--- src/rtl/tpg_multi_pattern.sv ---
// Programmable raster timing + test-pattern generator (ramp, colour bars, checker, solid).
// Optional build macro TPG_MOTION_EN: scrolls modes 0-2 left one pixel per completed frame.
module tpg_multi_pattern #(
  parameter int PW        = 8,
  parameter int H_BITS    = 12,
  parameter int V_BITS    = 12,
  parameter int BAR_SHIFT = 4,
  parameter int CHK_SHIFT = 3,
  parameter int FC_BITS   = 16
) (
  input  logic              clk,
  input  logic              rst_n,
  input  logic              en,
  input  logic [1:0]        mode,
  input  logic [3*PW-1:0]   solid_rgb,
  input  logic [H_BITS-1:0] tHS_START,
  input  logic [H_BITS-1:0] tHS_END,
  input  logic [H_BITS-1:0] tHACT_START,
  input  logic [H_BITS-1:0] tHACT_END,
  input  logic [H_BITS-1:0] tH_END,
  input  logic [V_BITS-1:0] tVS_START,
  input  logic [V_BITS-1:0] tVS_END,
  input  logic [V_BITS-1:0] tVACT_START,
  input  logic [V_BITS-1:0] tVACT_END,
  input  logic [V_BITS-1:0] tV_END,
  output logic              hs,
  output logic              vs,
  output logic              vld,
  output logic              sof,
  output logic              eol,
  output logic [3*PW-1:0]   rgb,
  output logic [FC_BITS-1:0] frame_cnt
);

  typedef struct packed {
    logic [H_BITS-1:0] hsS, hsE, haS, haE, hEnd;
    logic [V_BITS-1:0] vsS, vsE, vaS, vaE, vEnd;
    logic [1:0]        mode;
    logic [3*PW-1:0]   solid;
  } cfg_t;

  cfg_t              shadow, liveCfg, cfg;
  logic [H_BITS-1:0] x, xa;
  logic [V_BITS-1:0] y, ya;
  logic              atOrigin, hAct, vAct, vldN, xWrap, yWrap;
  logic [2:0]        barIdx;
  logic [3*PW-1:0]   pat;

  // The first pixel of a frame already uses the freshly presented settings,
  // so a frame is always rendered with one consistent configuration.
  always_comb begin
    liveCfg       = '0;
    liveCfg.hsS   = tHS_START;
    liveCfg.hsE   = tHS_END;
    liveCfg.haS   = tHACT_START;
    liveCfg.haE   = tHACT_END;
    liveCfg.hEnd  = tH_END;
    liveCfg.vsS   = tVS_START;
    liveCfg.vsE   = tVS_END;
    liveCfg.vaS   = tVACT_START;
    liveCfg.vaE   = tVACT_END;
    liveCfg.vEnd  = tV_END;
    liveCfg.mode  = mode;
    liveCfg.solid = solid_rgb;
    atOrigin      = (x == '0) && (y == '0);
    cfg           = atOrigin ? liveCfg : shadow;
  end

  always_comb begin
    hAct  = (x >= cfg.haS) && (x < cfg.haE);
    vAct  = (y >= cfg.vaS) && (y < cfg.vaE);
    vldN  = hAct && vAct;
    xWrap = (x >= cfg.hEnd);
    yWrap = (y >= cfg.vEnd);
`ifdef TPG_MOTION_EN
    xa    = x - cfg.haS + H_BITS'(frame_cnt);
`else
    xa    = x - cfg.haS;
`endif
    ya     = y - cfg.vaS;
    barIdx = xa[BAR_SHIFT+2:BAR_SHIFT];
    pat    = '0;
    case (cfg.mode)
      2'd0: pat = {3{xa[PW-1:0]}};
      2'd1: pat = {{PW{~barIdx[1]}}, {PW{~barIdx[2]}}, {PW{~barIdx[0]}}};
      2'd2: pat = {3*PW{xa[CHK_SHIFT] ^ ya[CHK_SHIFT]}};
      default: pat = cfg.solid;
    endcase
  end

  always_ff @(posedge clk) begin
    if (!rst_n) begin
      x <= '0; y <= '0; shadow <= '0; frame_cnt <= '0;
      hs <= 1'b0; vs <= 1'b0; vld <= 1'b0; sof <= 1'b0; eol <= 1'b0; rgb <= '0;
    end else if (!en) begin
      x <= '0; y <= '0;
      hs <= 1'b0; vs <= 1'b0; vld <= 1'b0; sof <= 1'b0; eol <= 1'b0; rgb <= '0;
    end else begin
      shadow <= cfg;
      x      <= xWrap ? '0 : x + 1'b1;
      if (xWrap) begin
        y <= yWrap ? '0 : y + 1'b1;
        if (yWrap) frame_cnt <= frame_cnt + 1'b1;
      end
      hs  <= (x >= cfg.hsS) && (x < cfg.hsE);
      vs  <= (y >= cfg.vsS) && (y < cfg.vsE);
      vld <= vldN;
      sof <= vldN && (x == cfg.haS) && (y == cfg.vaS);
      eol <= vldN && (x == cfg.haE - 1'b1);
      rgb <= vldN ? pat : '0;
    end
  end

endmodule
--- config.mk ---
export PLATFORM = sky130hd
export DESIGN_NAME = tpg_multi_pattern
export DESIGN_NICKNAME = d
export VERILOG_FILES = /design/src/rtl/tpg_multi_pattern.sv
export SDC_FILE = /design/constraint.sdc
export NUM_CORES = 1
export LEC_CHECK = 0
export CORE_UTILIZATION = 24
export DETAILED_ROUTE_END_ITERATION = 16
export GPL_ROUTABILITY_DRIVEN = 0
export PLACE_DENSITY_LB_ADDON = 0.12
export SYNTH_ARGS = -nofsm -noshare
export SYNTH_HDL_FRONTEND = slang
export SYNTH_SLANG_ARGS = --single-unit
--- constraint.sdc ---
create_clock -name clk -period 5.8 [get_ports clk]
set_clock_uncertainty 0.15 [all_clocks]
set_input_delay 1.16 -clock clk [delete_from_list [all_inputs] [get_ports clk]]
set_output_delay 1.16 -clock clk [all_outputs]
set_load 0.01 [all_outputs]
==> results of run 1 <==
## logic make-up after synthesis
logic type,Yosys count,synth area share
AND/OR/NAND/NOR,383,0.148
AO/OA/AOI/OAI,346,0.196
flip-flops,215,0.343
multiplexers,158,0.128
adder cells (fa/ha/maj),122,0.122
buffers and inverters,109,0.0397
XOR/XNOR,30,0.0231
## area by class of cell
class | instances | area [µm²] | share of cell area
multi-input cells | 1039 | 7760 | 0.477
well taps | 680 | 851 | 0.0523
clock inverters | 7 | 160 | 0.00985
diodes | 1 | 2.50 | 0.000154
flip-flops and latches | 215 | 4300 | 0.265
repair buffers | 229 | 2230 | 0.137
inverters | 23 | 88.8 | 0.00547
clock buffers | 43 | 858 | 0.0528
## placed cells by master (no fill, tap or decap), types with 4 or more instances in the layout
cell,count
o31ai_1,13
xnor2_1,18
buf_4,34
nor2_1,179
o41ai_1,4
a31oi_1,5
nand2b_1,14
clkbuf_8,9
o21ai_0,27
mux2i_1,147
a21o_1,34
bufinv_16,5
and3_1,17
clkdlybuf4s50_1,192
a211oi_1,143
inv_1,22
clkbuf_16,29
nor2b_1,4
nor3_1,9
nand2_1,57
o211ai_1,6
mux2_2,8
and2_1,4
dfxtp_1,215
a21oi_1,58
or4_1,14
nor3b_1,4
nand4_1,21
xor2_1,10
o311ai_0,5
nand3_1,29
a221oi_1,14
ha_1,121
or3_1,12
o21a_1,7
a221oi_2,6
clkbuf_1,6
## power by group through the flow
stage / Sequential, mW / Clock [mW] / Combinational [mW]
floorplan: 1.62 / 0 / 0.457
global placement: 1.62 / 0 / 0.718
detailed placement: 1.63 / 0 / 0.720
CTS: 1.59 / 1.98 / 0.724
global route: 1.60 / 2.03 / 0.789
finish: 1.60 / 1.92 / 0.711
## critical path, stage by stage, from the launching register on
cell and delay (ns):
dfxtp_1 0.45, nor4_2 0.32, nand3_1 0.32, nor2_4 0.42, buf_12 0.25, buf_4 0.25, mux2_2 0.38, ha_1 0.27
nand2b_1 0.12, a21o_1 0.12, a21o_1 0.11, a21oi_1 0.09, o21ai_0 0.54, nand2_1 0.40, buf_4 0.30, or4_1 0.47
a21oi_1 0.15
## layer usage
layer / wire, µm / part of all wire
met3: 1580 / 0.037
met2: 19500 / 0.46
met4: 687 / 0.016
met5: 0 / 0
met1: 20600 / 0.49
## state kept, by name (all words and copies together) (netlist names)
signal / count
x: 12
hs: 1
shadow: 146
eol: 1
vld: 1
sof: 1
rgb: 24
y: 12
vs: 1
frame_cnt: 16
## path summary, 6_finish.rpt
check / startpoint / cells past startpoint / to
worst min register to register: shadow[23] / 2 / shadow[23]
worst min-delay path: shadow[23] / 2 / shadow[23]
worst max-delay path: y[8] / 16 / frame_cnt[9]
worst max register to register: y[8] / 16 / frame_cnt[9]
## metrics by stage
step / setup WS (ns) / hold slack, ns / cells / total power, mW
after floorplan: 1.25 / 0.286 / 1363 / 2.07
after global placement: 0.582 / 0.294 / 2186 / 2.34
after detailed placement: 0.543 / 0.298 / 2186 / 2.35
after CTS: 0.524 / 0.306 / 2236 / 4.30
after global routing: 0.146 / 0.324 / 2236 / 4.42
final: 0.610 / 0.304 / 2237 / 4.23
==> flow_summary.yaml, run 1 <==
timing:
  period_needed_ns: 5.19
  setup_tns_ns: 0
  slew_viol_final: 0
  hold_viol: 0
  fmax_mhz: 193
  final.period_utilization: 0.895
  setup_viol: 0
  worstMarginPinSlew_ns: 1.16
  relSlewSlack: 0.224
  rsz0062_at_grt: "false"
route:
  viasPerCell: 4.78
  drtIter0Drc: 627
  wirelength_um: 42400
  num_vias: 10699
  post_drt_wl_per_cell_um: 19.0
  drc: 0
  dr.pass1.iters: 4
  antenna_left: 0
pwr:
  p_clk_frac: 0.454
  power.density_nw_per_um2: 260
  p_leak_nw: 7.01
  p_sw_mw: 1.12
  p_int_mw: 3.10
  p_sw_frac: 0.266
  ir_drop_mv: 0.200
  p_seq_frac: 0.377
  p_comb_frac: 0.168
synthesis:
  async_flop_share: 0
  syn-cell-area_um2: 12500
  synth_area_leader_cell: "dfxtp_1"
  synth_common_cells: "215 x dfxtp_1, 179 x nor2_1, 147 x mux2i_1"
  yosysMostFrequentCell: "dfxtp_1"
  ys_seq_elements: 215
  ys_types: 67
  synth_flop_cell: "dfxtp_1"
  synth_edf_count: 0
  yosysSeqAreaShare: 0.343
  synthCells: 1363
  synth.area.top_cells: "dfxtp_1 34%, ha_1 12%, mux2i_1 12%"
  synth_top_area_frac: 0.343
  syn_nets: 1634
  yosys_warnings: 0
  syn_avg_cell_area_um2: 9.20
run:
  cap_violations: 0
die:
  rows: 83
  coreArea_um2: 51500
  fp.dieW_um: 231
  die_h_um: 231
  initial_utilization: 0.244
  io_pins: 194
  die_area_um2: 53200
setup_path:
  crit_path_max_fanout: 22
  end_kind: "flip-flop"
  start_kind: "flip-flop"
  arrival_ns: 5.52
  required_ns: 6.13
  crit_type: "reg -> reg"
  r2r_slack_ns: 0.61
cells_and_area:
  syn2layout_area_growth_pct: 29.6
  drive_gt1_frac: 0.0720
  nets: 1807
  postLayoutCellArea_um2: 16300
  postLayoutCoreUtil: 0.316
  fillers: 5339
global_route:
  grt_util_met1: 0.215
  grt-ovfl-total: 0
  grtUsageTotal: 0.157
  grt_pass1_wl_um: 64500
  antenna_found_initial: 0
  gr-usage-met3: 0.0240
  grt_pass1_vias: 10435
  grt_max_degree: 100
  grt_util_met2: 0.261
  top_usage_layer: "met2"
clocking:
  cts_setup_buffers: 0
  cts_inserted_buffers: 28
  cts_max_level: 1
  clk_pin_slew_ns: 0.06
  clkLatencyLatePin_ns: 0.56
  cts_buffer_depth: 3
  postCtsHoldBufs: 0
  cts_root_buf: "clkbuf_16"
  cts_resized: 0
  cts.sinks: 215
  cts_tree: "yes"
place:
  dpl.hpwl_um: 31100
  place_area_um2: 15200
  numPortBuffers: 193
worst_hold_path:
  hold_path.class: "reg -> reg"
run_status:
  status: "finished clean"
No activity file was read; power rests on OpenSTA's default activity.
==> inputs of run 2 (changes only) <==
==> constraint.sdc (replaced) <==
create_clock -name clk -period 5.8 [get_ports clk]
set_clock_uncertainty 0.15 [all_clocks]
set_input_delay 1.16 -clock clk [delete_from_list [all_inputs] [get_ports clk]]
set_output_delay 1.16 -clock clk [all_outputs]
set_load 0.005 [all_outputs]
==> results of run 2 <==
No change in the layout: final DEF, timing and power equal those of run 1.
==> inputs of run 3 (changes only) <==
--- a/config.mk
+++ b/config.mk
@@ -5,6 +5,7 @@
 export SDC_FILE = /design/constraint.sdc
 export NUM_CORES = 1
 export LEC_CHECK = 0
+export CORE_ASPECT_RATIO = 0.75
 export CORE_UTILIZATION = 24
 export DETAILED_ROUTE_END_ITERATION = 16
 export GPL_ROUTABILITY_DRIVEN = 0
==> run 3 against run 2 <==
Combinational power rose by 1%. Design area shrank 0.33%. Sequential cell count stayed put. Non-clock buffer count shrank 1. Sequential power hardly changed. Wire length grew 0.99%. Final cell count up 0.98%. Largest power group unchanged. Utilization down 0.17 points. Critical path type unchanged. Clock power fell by 9%.
==> flow_summary.yaml, run 3 (same netlist as run 1, synthesis figures left out) <==
die:
  initial_utilization: 0.243
  rows: 72
  fp.dieW_um: 266
  die_area_um2: 53200
  die_h_um: 200
  io_pins: 194
  coreArea_um2: 51600
timing:
  hold_viol: 0
  final.period_utilization: 0.862
  worstMarginPinSlew_ns: 0.899
  fin_ws_ns: 0.798
  rsz0062_at_grt: "false"
  period_needed_ns: 5.00
  relSlewSlack: 0.399
  setup_tns_ns: 0
  setup_viol: 0
  slew_viol_final: 0
  fmax_mhz: 200
cells_and_area:
  postLayoutCellArea_um2: 16200
  largest_reg_flops: 146
  fillers: 5332
  postLayoutCoreUtil: 0.314
  top_register: "shadow"
  final_cell_mix: "215 x dfxtp_1, 192 x clkdlybuf4s50_1, 179 x nor2_1"
  layout_commonest_cell: "dfxtp_1"
  drive_gt1_frac: 0.0734
  nets: 1805
  largestRegisters: "shadow x146, rgb x24, frame_cnt x16"
  syn2layout_area_growth_pct: 29.1
clocking:
  clk_pin_slew_ns: 0.06
  postCtsHoldBufs: 0
  cts_setup_buffers: 0
  cts_root_buf: "clkbuf_16"
  cts.sinks: 215
  cts_tree: "yes"
  cts_max_level: 1
  cts_buffer_depth: 3
  clkLatencyLatePin_ns: 0.56
  cts_resized: 0
  cts_inserted_buffers: 27
place:
  place_area_um2: 15300
  place_ws_ns: 0.872
  dpl.hpwl_um: 31500
  numPortBuffers: 193
setup_path:
  reg2reg_depth: 15
  r2r_slack_ns: 0.80
  crit_chain: "inv_1, ha_1, nor4b_2, nand4_2, nor2_4, buf_12, mux2i_1, ha_1, o21a_1, o31a_1, a21oi_1, xnor3_1, o21ai_1, o31a_1, a221oi_1"
  end_kind: "flip-flop"
  max_stage_delay_ns: 0.49
  worstReg2RegEnd: "rgb[23]"
  arrival_ns: 5.25
  crit_path_max_fanout: 28
  required_ns: 6.05
  start_kind: "flip-flop"
  crit_slowest_cell: "o31a_1"
  r2r-start: "x[0]"
  crit_type: "reg -> reg"
run:
  cap_violations: 0
route:
  viasPerCell: 4.78
  wirelength_um: 42800
  num_vias: 10798
  dr.pass1.iters: 5
  drtIter0Drc: 766
  drc: 0
  post_drt_wl_per_cell_um: 19.0
  antenna_left: 0
worst_hold_path:
  hold_end: "shadow[122]"
  hold_depth: 2
  hold_start: "shadow[122]"
  hold_path.class: "reg -> reg"
global_route:
  grtUsageTotal: 0.157
  grt_pass1_vias: 10256
  grt-ovfl-total: 0
  grt_max_degree: 87
  grt_pass1_wl_um: 63800
  antenna_found_initial: 2
run_status:
  status: "finished clean"
pwr:
  power.density_nw_per_um2: 251
  p_leak_nw: 6.97
  power_mw: 4.07
  ir_drop_mv: 0.173
[run 3: per-layer routing]
layer	part of all wire	GRT usage
met5	0	0
met4	0.013	0.0279
met3	0.040	0.0285
met2	0.42	0.229
met1	0.53	0.237
[run 3: worst max path at each step]
stage,from,end,cells past startpoint
detailed placement,x[0],eol,17
finish,x[0],rgb[23],15
global placement,x[1],rgb[14],18
CTS,x[0],rgb[23],15
global route,x[0],rgb[23],15
floorplan,x[1],frame_cnt[12],20
[run 3: power by group]
group,switching (mW),total (mW),internal [mW]
sequential,0.0396,1.59,1.55
combinational,0.402,0.721,0.319
clock,0.716,1.75,1.04
total,1.16,4.07,2.91
[run 3: cell type report]
| type | count | area [µm²] | area share |
|---|---|---|---|
| tap | 703 | 880 | 0.0543 |
| timing repair buffer | 228 | 2250 | 0.139 |
| clock buffer | 36 | 779 | 0.0481 |
| antenna | 2 | 5.00 | 0.000309 |
| sequential | 215 | 4300 | 0.266 |
| multi-input combinational | 1039 | 7760 | 0.479 |
| inverter | 23 | 88.8 | 0.00548 |
| clock inverter | 13 | 136 | 0.00842 |
[run 3: critical path: cells and delay by family, from the launching register on]
| family | cells | cell delay (ns) |
|---|---|---|
| AO/OA/AOI/OAI | 6 | 1.73 |
| XOR/XNOR | 1 | 0.29 |
| adder cells (fa/ha/maj) | 2 | 0.48 |
| buffers and inverters | 2 | 0.40 |
| flip-flops | 1 | 0.37 |
| multiplexers | 1 | 0.40 |
| AND/OR/NAND/NOR | 3 | 0.99 |
[run 3: stage by stage]
| stage | hold WS [ns] | std cells |
|---|---|---|
| 2_1_floorplan | 0.286 | 1363 |
| 3_3_place_gp | 0.291 | 2208 |
| 3_5_place_dp | 0.296 | 2208 |
| 4_1_cts | 0.304 | 2257 |
| 5_1_grt | 0.328 | 2257 |
| 6_report | 0.303 | 2259 |
